<file path="src/rtl/bldc_pkg.sv">
// bldc_pkg: hall step constants, invalid codes, filter state encoding and adjacency helpers
package bldc_pkg;
  localparam logic [2:0] HALL_S0 = 3'b101;
  localparam logic [2:0] HALL_S1 = 3'b100;
  localparam logic [2:0] HALL_S2 = 3'b110;
  localparam logic [2:0] HALL_S3 = 3'b010;
  localparam logic [2:0] HALL_S4 = 3'b011;
  localparam logic [2:0] HALL_S5 = 3'b001;
  localparam logic [2:0] HALL_INV_LO = 3'b000;
  localparam logic [2:0] HALL_INV_HI = 3'b111;

  typedef enum logic [1:0] {ST_INIT, ST_LOCKED, ST_INVALID} hall_state_t;

  function automatic logic hall_is_invalid(input logic [2:0] c);
    return c == HALL_INV_LO || c == HALL_INV_HI;
  endfunction

  function automatic int hall_idx(input logic [2:0] c);
    return c == HALL_S0 ? 0 : c == HALL_S1 ? 1 : c == HALL_S2 ? 2 :
           c == HALL_S3 ? 3 : c == HALL_S4 ? 4 : 5;
  endfunction

  // Steps are a ring of six, so 001 and 101 are neighbours
  function automatic logic hall_adjacent(input logic [2:0] a, input logic [2:0] b);
    int d;
    d = (hall_idx(a) - hall_idx(b) + 6) % 6;
    return d == 1 || d == 5;
  endfunction
endpackage

</file>
<file path="src/rtl/bldc_hall_sync.sv">
// bldc_hall_sync: 2-flop synchronizer for the 3 raw hall lines
module bldc_hall_sync (
  input  logic       clk,
  input  logic       reset,
  input  logic [2:0] i_d,
  output logic [2:0] o_q
);
  logic [2:0] r_meta;
  logic [2:0] r_sync;
  always_ff @(posedge clk) begin
    if (reset) begin
      r_meta <= '0;
      r_sync <= '0;
    end else begin
      r_meta <= i_d;
      r_sync <= r_meta;
    end
  end
  assign o_q = r_sync;
endmodule

</file>
<file path="src/rtl/bldc_hall_filter.sv">
// bldc_hall_filter: debounces hall lines into a qualified code with sticky fault flags
// Skip detection is built only when BLDC_HALL_SKIP_DETECT_EN is defined.
module bldc_hall_filter
  import bldc_pkg::*;
#(
  parameter int DEBOUNCE_CYCLES = 16,
  parameter int CNT_WIDTH       = 8
) (
  input  logic       clk,
  input  logic       reset,
  input  logic [2:0] hall_in,
  input  logic       fault_clear,
  output logic [2:0] hall_out,
  output logic       hall_valid,
  output logic       hall_changed,
  output logic       fault_invalid,
  output logic       fault_skip
);
  localparam logic [CNT_WIDTH-1:0] L_SAT = CNT_WIDTH'(DEBOUNCE_CYCLES);
  localparam logic [CNT_WIDTH-1:0] L_ACC = CNT_WIDTH'(DEBOUNCE_CYCLES - 1);

  logic [2:0]           w_s_hall;
  logic [2:0]           r_prev;
  logic [CNT_WIDTH-1:0] r_cnt;
  hall_state_t          r_state;
  logic [2:0]           r_out;
  logic                 r_changed;
  logic                 r_finv;
  logic                 w_accept;
  logic                 w_legal_acc;
  logic                 w_inv_acc;
  logic                 w_new;

  bldc_hall_sync u_sync (
    .clk  (clk),
    .reset(reset),
    .i_d  (hall_in),
    .o_q  (w_s_hall)
  );

  always_ff @(posedge clk) begin
    if (reset) begin
      r_prev <= '0;
      r_cnt  <= '0;
    end else begin
      r_prev <= w_s_hall;
      r_cnt  <= (w_s_hall != r_prev) ? '0 : (r_cnt == L_SAT) ? r_cnt : r_cnt + 1'b1;
    end
  end

  // Saturation past L_ACC makes acceptance a single-shot event per stable code
  assign w_accept    = (r_cnt == L_ACC) && (w_s_hall == r_prev);
  assign w_inv_acc   = w_accept && hall_is_invalid(r_prev);
  assign w_legal_acc = w_accept && !hall_is_invalid(r_prev);
  // r_out is 000 until the first legal code, so a nonzero value means a prior legal code exists
  assign w_new       = (r_out != HALL_INV_LO) && (r_prev != r_out);

  always_ff @(posedge clk) begin
    if (reset) begin
      r_state   <= ST_INIT;
      r_out     <= '0;
      r_changed <= 1'b0;
      r_finv    <= 1'b0;
    end else begin
      r_changed <= w_legal_acc && w_new;
      r_finv    <= w_inv_acc | (r_finv & ~fault_clear);
      if (w_legal_acc) begin
        r_state <= ST_LOCKED;
        r_out   <= r_prev;
      end else if (w_inv_acc) begin
        r_state <= ST_INVALID;
      end
    end
  end

`ifdef BLDC_HALL_SKIP_DETECT_EN
  logic r_fskip;
  logic w_skip_set;
  assign w_skip_set = w_legal_acc && w_new && !hall_adjacent(r_prev, r_out);
  always_ff @(posedge clk) begin
    if (reset) r_fskip <= 1'b0;
    else r_fskip <= w_skip_set | (r_fskip & ~fault_clear);
  end
  assign fault_skip = r_fskip;
`else
  assign fault_skip = 1'b0;
`endif

  assign hall_out      = r_out;
  assign hall_valid    = (r_state == ST_LOCKED);
  assign hall_changed  = r_changed;
  assign fault_invalid = r_finv;
endmodule
</file>
<file path="config.mk">
export PLATFORM = sky130hd
export DESIGN_NAME = bldc_hall_filter
export DESIGN_NICKNAME = d
export VERILOG_FILES = /design/src/rtl/bldc_pkg.sv /design/src/rtl/bldc_hall_sync.sv /design/src/rtl/bldc_hall_filter.sv
export SDC_FILE = /design/constraint.sdc
export NUM_CORES = 1
export LEC_CHECK = 0
export ABC_AREA = 1
export CORE_MARGIN = 3
export CORE_UTILIZATION = 56
export DETAILED_ROUTE_END_ITERATION = 16
export GPL_TIMING_DRIVEN = 0
export PLACE_DENSITY = 0.82
export SLEW_MARGIN = 20
export SYNTH_ARGS = -nofsm -noshare
export SYNTH_HDL_FRONTEND = slang
export SYNTH_SLANG_ARGS = --single-unit
</file>
<file path="constraint.sdc">
create_clock -name clk -period 4 [get_ports clk]
set_input_delay 1 -clock clk [delete_from_list [all_inputs] [get_ports clk]]
set_output_delay 1 -clock clk [all_outputs]
set_load 0.005 [all_outputs]
</file>
After elaboration in Yosys (flattened, before gate mapping)
Index checks and enable logic that the tools add are counted.
{"block": "totals", "reg_bits": 24, "elab_cells": 34, "out_inout_bits": 7}
{"block": "op_classes", "n_addsub": 1, "eq_ne": 7, "muxes": 2, "reduce_logical": 12, "bitwise": 3}
{"cell": "$add A8 B1 Y8 const B", "n": 1}
{"cell": "$eq A8 B4 Y1 const B", "n": 1}
{"cell": "$eq A8 B5 Y1 const B", "n": 1}
{"cell": "$ne A3 B3 Y1", "n": 2}
{"cell": "$logic_and A1 B1 Y1", "n": 5}
{"cell": "$reduce_or A2 Y1", "n": 2}
{"cell": "$eq A3 B3 Y1", "n": 1}
{"cell": "$eq A3 B3 Y1 const B", "n": 1}
{"cell": "$logic_not A3 Y1", "n": 1}
{"cell": "$reduce_bool A3 Y1", "n": 1}
{"cell": "$eq A2 B1 Y1 const B", "n": 1}
{"cell": "$mux W1", "n": 2}
{"cell": "$reduce_bool A2 Y1", "n": 1}
{"cell": "$and A1 B1 Y1", "n": 1}
{"cell": "$logic_not A1 Y1", "n": 1}
{"cell": "$logic_or A1 B1 Y1", "n": 1}
{"cell": "$not A1 Y1", "n": 1}
{"cell": "$or A1 B1 Y1", "n": 1}

Longest topological paths before layout
Gate-level depths: netlist of the first run.
{"block": "logic_depth", "depth_word": 5, "depth_mapped": 9, "mapped_depth_nobuf": 9}

Hierarchy
A second synthesis of the first run with hierarchy kept.
{"block": "unflattened", "cells_unflattened": 141, "area_unflattened_um2": 1061.0}
{"mod": "bldc_hall_filter", "n_inst": 1, "area_per_inst_um2": 895.9, "cells_each": 123}
{"mod": "bldc_hall_sync", "n_inst": 1, "area_per_inst_um2": 165.2, "cells_each": 18}

Least setup slack after synthesis of the first run
No wires, ideal clock.
{"block": "synth_timing", "kind": "input to register", "start": "input port reset", "end": "register r_prev[0]", "setup_ns": 0.128, "required_time_ns": 3.872, "n_path_buf": 1, "path_slack_ns": 2.558, "cell_stages": 2, "t_arrival_ns": 1.314, "cell_sequence": "clkbuf_1 -> nor2_1"}
{"element": "start, declared", "line_no": "bldc_hall_filter.sv:10", "source": "input logic reset,"}
{"element": "end signal, assigned", "line_no": "bldc_hall_filter.sv:46", "source": "r_prev <= w_s_hall;"}
{"element": "end, declared", "line_no": "bldc_hall_filter.sv:23", "source": "logic [2:0] r_prev;"}
No word-level cell between the ends.

Worst setup path in the final report of the first run
{"block": "layout_timing", "start": "register r_state[0]", "end": "output port hall_valid"}
{"block": "layout_between", "elab_chain_len": 1}
{"element": "start, declared", "line_no": "bldc_hall_filter.sv:25", "source": "hall_state_t r_state;"}
{"element": "start signal, assigned", "line_no": "bldc_hall_filter.sv:60", "source": "r_state <= ST_INIT;"}
{"element": "start signal, assigned", "line_no": "bldc_hall_filter.sv:68", "source": "r_state <= ST_LOCKED;"}
{"element": "start signal, assigned", "line_no": "bldc_hall_filter.sv:71", "source": "r_state <= ST_INVALID;"}
{"element": "$eq A2 B1 Y1", "line_no": "bldc_hall_filter.sv:90", "source": "assign hall_valid = (r_state == ST_LOCKED);"}
{"element": "end, declared", "line_no": "bldc_hall_filter.sv:14", "source": "output logic hall_valid,"}
Every way passes these cells.

==> results.yml, run 1 <==
outcome:
  status: "complete, no violations"
drt:
  met2WireLength_microns: 787
  drcViolationCount: 0
  wl_per_cell_microns: 9.851
  wl_met1_microns: 800
  wl_microns: 1724
  via_per_inst: 4.829
  ant_nets: 0
  wl_met3_microns: 99
  routed.top_layer: "met4"
  num_vias: 845
  drtIter0Drc: 16
  dr.pass1.iters: 4
setup_path:
  startpoint_type: "flip-flop"
  worstPathRequired_ns: 3.00
  cp_max_fo: 2
  endpoint_kind: "primary output"
  crit_arrival_ns: 1.28
  r2r_slack_ns: 2.60
  critical_path_class: "reg2out"
min_path:
  min_path_type: "reg2reg"
timing:
  fin_ws_ns: 1.720
  fin_crit_ns: 2.280
  rsz0062_at_grt: "false"
  finalMaxSlewViolations: 0
  max_freq_mhz: 438.7
  holdWs_ns: 0.4110
  hold_viol_final: 0
  fin_crit_sh: 0.5699
  finalSetupViolations: 0
  skew_ns: 0.009812
  fin_tns_setup_ns: 0
power_and_ir_drop:
  p_clk_frac: 0.318
  ir_drop_mv: 0.2379
  leakagePower_nw: 0.5231
  p_int_mw: 0.3136
  p_comb_frac: 0.075
  p_per_area_nw_per_um2: 336.9
  switching_share: 0.2345
  seqPwrFrac: 0.607
  switchingPower_mw: 0.09605
final_layout:
  mostFrequentLayoutCells: "28 x nand2_1, 24 x inv_1, 24 x dfxtp_1, 17 x nor2_1, 11 x clkdlybuf4s50_1"
  fin_nets: 160
  fin_cells: 175
  mostFrequentLayoutCell: "nand2_1"
  area_growth_pct: 16.97
  diodes: 0
  fillers: 131
  drive_above_1_share: 0.07947
  postLayoutCellArea_sq_um: 1216
synth:
  syn_nets: 144
  syn-instance-count: 136
  yosysSeqAreaShare: 0.4621
  syn_area_per_cell_sq_um: 7.645
  yosysWarnings: 0
  synthDistinctLibCells: 24
  synth_seq_cells: 24
  synthesis.area_sq_um: 1040
die:
  rows: 14
  die_area_sq_um: 2410
  core-area_sq_um: 1629
  die_height_microns: 49.09
  die_w_microns: 49.09
  io_pins: 13
  start_util: 0.6382
clock_network:
  cts_resized: 0
  cts_hold_buf: 0
  cts_setup_buffers: 0
  cts.clk_slew.worst_paths_ns: 0.14
  cts_tree: "done"
  cts_buffer_depth: 2
  clk_latency_ns: 0.32
  cts.sinks: 24
  cts-htree-levels: 1
  cts_made_buffers: 3
  cts.root.buffer_cell: "clkbuf_4"
grt:
  antenna_found_initial: 0
  gr-usage-all-layers: 0.1470
  grt_max_degree: 14
  overflow: 0
  first_global_vias: 677
  grt_pass1_wl_microns: 2760
placement:
  dp.cells: 171
  dp_hpwl_microns: 1254
  io_buffer_count: 11
  postPlaceCellArea_sq_um: 1180
  place.gp.congestion: 0.7683
  dp_slack_ns: 1.811
flow_run:
  cap_violations: 0
-- routing by layer --
layer | vias up | global-route usage
met2 | 27 | 0.2299
li1 | 443 | -
met4 | 0 | 0.07109
met3 | 5 | 0.03976
met1 | 370 | 0.1849
met5 | - | 0
-- metrics by stage --
step	total power, mW	utilization
finish	0.4097	0.7465
global route	0.4237	0.7465
CTS	0.4126	0.7465
detailed placement	0.2848	0.7243
global placement	0.2836	0.7243
floorplan	0.2750	-
-- path summary, 6_finish.rpt --
path	from	to	cells past startpoint
min	u_sync.r_meta[0]$_SDFF_PP0_	u_sync.o_q[0]$_SDFF_PP0_	2
max	r_state[0]$_SDFFE_PP0P_	hall_valid	3
min reg2reg	u_sync.r_meta[0]$_SDFF_PP0_	u_sync.o_q[0]$_SDFF_PP0_	2
max reg2reg	r_cnt[0]$_SDFFE_PP0P_	hall_out[0]$_SDFFE_PP0P_	6
-- critical path: stages, from the launching register on --
cell and delay [ns]:
dfxtp_1 0.35, inv_1 0.04, nor2_1 0.07, clkdlybuf4s50_1 0.50
-- area by class of cell --
cell class,instances,area (sq um),share of cell area
flip-flops and latches,24,480.5,0.3951
multi-input cells,86,457.9,0.3765
repair buffers,11,110.1,0.09054
inverters,24,90.09,0.07407
clock buffers,4,36.28,0.02984
well taps,24,30.03,0.02469
plain buffers,2,11.26,0.009259
-- synthesized netlist by cell type --
cell type / number / area [sq um]
nor3_1: 4 / 20.02
nand2_1: 28 / 105.1
nand3b_1: 2 / 15.01
xor2_1: 1 / 8.760
nand2_4: 1 / 11.26
a21oi_1: 9 / 45.04
clkbuf_1: 1 / 3.750
nand4_1: 3 / 18.77
nand3_4: 1 / 17.52
nor2_1: 17 / 63.81
o21ai_0: 1 / 5.000
dfxtp_1: 24 / 480.5
conb_1: 1 / 3.750
nor2_2: 2 / 12.51
inv_1: 24 / 90.09
xnor2_1: 5 / 43.79
ha_1: 2 / 25.02
nor2_4: 1 / 11.26
nand2_2: 1 / 6.260
nor3_2: 1 / 10.01
nor3b_1: 1 / 7.510
buf_4: 1 / 7.510
o31ai_1: 1 / 7.510
nand3_1: 4 / 20.02
-- sequential cells by signal, indices dropped and copies added (netlist names) --
| name | cells |
|---|---|
| r_cnt | 8 |
| hall_out | 3 |
| r_prev | 3 |
| u_sync.o_q | 3 |
| u_sync.r_meta | 3 |
| r_state | 2 |
| fault_invalid | 1 |
| hall_changed | 1 |
-- kinds of logic after synthesis --
| family | share of synthesized area |
|---|---|
| simple gates | 0.3069 |
| other cells | 0.003607 |
| compound gates | 0.05535 |
| buf+inv | 0.09748 |
| flops | 0.4621 |
| fa+ha+maj | 0.02406 |
| xor+xnor | 0.05054 |
-- power groups by stage --
| stage | Combinational, mW | Clock, mW | Sequential [mW] |
|---|---|---|---|
| 6_report | 0.0308 | 0.130 | 0.249 |
| 5_1_grt | 0.0347 | 0.139 | 0.250 |
| 4_1_cts | 0.0310 | 0.133 | 0.249 |
| 3_5_place_dp | 0.0307 | 0 | 0.254 |
| 3_3_place_gp | 0.0300 | 0 | 0.254 |
| 2_1_floorplan | 0.0219 | 0 | 0.253 |
No activity file was read; power rests on OpenSTA's default activity.
==> run 2: changes to the inputs <==
--- a/config.mk
+++ b/config.mk
@@ -7,10 +7,10 @@
 export LEC_CHECK = 0
 export ABC_AREA = 1
 export CORE_MARGIN = 3
-export CORE_UTILIZATION = 56
+export CORE_UTILIZATION = 52
 export DETAILED_ROUTE_END_ITERATION = 16
 export GPL_TIMING_DRIVEN = 0
-export PLACE_DENSITY = 0.82
+export PLACE_DENSITY = 0.77
 export SLEW_MARGIN = 20
 export SYNTH_ARGS = -nofsm -noshare
 export SYNTH_HDL_FRONTEND = slang
==> constraint.sdc (replaced) <==
create_clock -name clk -period 2.4 [get_ports clk]
set_input_delay 0.6 -clock clk [delete_from_list [all_inputs] [get_ports clk]]
set_output_delay 0.6 -clock clk [all_outputs]
set_load 0.005 [all_outputs]
==> results.yml, run 2 (synthesis gave the netlist of run 1 again) <==
die:
  die_height_microns: 50.72
  io_pins: 13
  rows: 15
  start_util: 0.5771
  die_area_sq_um: 2572
  core-area_sq_um: 1802
  die_w_microns: 50.72
clock_network:
  cts_made_buffers: 3
  cts-htree-levels: 1
  cts_buffer_depth: 2
  clk_latency_ns: 0.30
  cts.root.buffer_cell: "clkbuf_4"
  cts.sinks: 24
  cts_resized: 0
  cts.clk_slew.worst_paths_ns: 0.13
  cts_setup_buffers: 0
  cts_hold_buf: 0
  cts_tree: "done"
placement:
  dp.cells: 172
  dp_hpwl_microns: 1312
  place.gp.congestion: 0.7911
  io_buffer_count: 11
  postPlaceCellArea_sq_um: 1181
final_layout:
  mostFrequentLayoutCells: "28 x nand2_1, 24 x inv_1, 24 x dfxtp_1, 17 x nor2_1, 11 x clkdlybuf4s50_1"
  fin_util: 0.6847
  max_flop_register: "r_cnt"
  area_growth_pct: 18.65
  fin_nets: 160
  multi_input_area_sq_um: 457.9
  postLayoutCellArea_sq_um: 1234
  fillers: 153
  fin_cells: 176
  diodes: 0
  mostFrequentLayoutCell: "nand2_1"
  largest_reg_flops: 8
  drive_above_1_share: 0.07947
  regArea_sq_um: 480.5
grt:
  gr-usage-all-layers: 0.1549
  grt_pass1_wl_microns: 3015
  antenna_found_initial: 0
  overflow: 0
  grt_max_degree: 15
  first_global_vias: 769
setup_path:
  cp_max_fo: 2
  worstPathRequired_ns: 1.80
  startpoint_type: "flip-flop"
  endpoint_kind: "primary output"
  crit_arrival_ns: 1.28
  critical_path_class: "reg2out"
  r2r_slack_ns: 0.98
power_and_ir_drop:
  ir_drop_mv: 0.4364
  p_per_area_nw_per_um2: 610.6
  fin_total_pwr_mw: 0.7532
  leakagePower_nw: 0.5300
min_path:
  min_path_type: "reg2reg"
timing:
  max_freq_mhz: 532.7
  finalSetupViolations: 0
  fin_tns_setup_ns: 0
  finalMaxSlewViolations: 0
  rsz0062_at_grt: "false"
  skew_ns: 0.001511
  fin_crit_sh: 0.7821
  fin_crit_ns: 1.877
  hold_viol_final: 0
outcome:
  status: "complete, no violations"
flow_run:
  cap_violations: 0
drt:
  num_vias: 820
  wl_per_cell_microns: 9.858
  wl_microns: 1735
  drcViolationCount: 0
  ant_nets: 0
  dr.pass1.iters: 4
  drtIter0Drc: 7
  via_per_inst: 4.659
## run 2: cell count changes in the layout (fill, tap and decap cells not counted), sizes merged
cell and change:
clkbuf -1, bufinv +1
## run 2: path summary, 6_finish.rpt
path                                                   from                       end  cells past startpoint
worst min-delay path            u_sync.r_meta[0]$_SDFF_PP0_  u_sync.o_q[0]$_SDFF_PP0_                      2
worst max-delay path                r_state[0]$_SDFFE_PP0P_                hall_valid                      3
worst max register to register        r_cnt[1]$_SDFFE_PP0P_  hall_out[2]$_SDFFE_PP0P_                      7
worst min register to register  u_sync.r_meta[0]$_SDFF_PP0_  u_sync.o_q[0]$_SDFF_PP0_                      2
## run 2: area by class of cell
class                      count  share of cell area
buffer                         2            0.009128
clock buffer                   3             0.01826
clock inverter                 1             0.02434
inverter                      24             0.07302
multi-input combinational     86              0.3712
sequential                    24              0.3895
tap                           25             0.02536
timing repair buffer          11             0.08925
## run 2: per-layer routing
metal | wire length, microns | GRT usage | up-vias | part of all wire
met5 | 0 | 0 | - | 0
met4 | 17 | 0.06726 | 0 | 0.0098
met3 | 45 | 0.03561 | 2 | 0.026
met2 | 819 | 0.2783 | 11 | 0.47
met1 | 853 | 0.1725 | 363 | 0.49
li1 | - | - | 444 | -
## run 2: metrics by stage
step	setup WS, ns	hold slack [ns]
detailed placement	0.5958	0.3988
finish	0.5229	0.4145
global route	0.4587	0.4287
global placement	0.6107	0.3889
floorplan	1.157	0.3883
CTS	0.5010	0.4171
## run 2: worst max-delay path, cell delays in order, from the launching register on
cell and delay [ns]:
dfxtp_1 0.35, inv_1 0.04, nor2_1 0.08, clkdlybuf4s50_1 0.50
## run 2: power by group
part	switching, mW	leakage (nW)	total (mW)	internal (mW)
logic	0.0299	0.307	0.0523	0.0224
registers	0.00681	0.195	0.414	0.408
clock network	0.118	0.0279	0.287	0.169
==> run 3: changes to the inputs <==
==> constraint.sdc (replaced) <==
create_clock -name clk -period 1.9 [get_ports clk]
set_input_delay 0.475 -clock clk [delete_from_list [all_inputs] [get_ports clk]]
set_output_delay 0.475 -clock clk [all_outputs]
set_load 0.005 [all_outputs]
==> results of run 3 <==
Same layout as run 2 (identical final DEF). Status: complete, no violations.
Main changes from that run: setup slack after placement 0.5958 ns -> 0.2208 ns; setup slack after layout 0.5229 ns -> 0.1479 ns; register-to-register setup slack 0.98 ns -> 0.48 ns; total power 0.7532 mW -> 0.9514 mW; worst IR drop on VDD 0.4364 mV -> 0.5512 mV
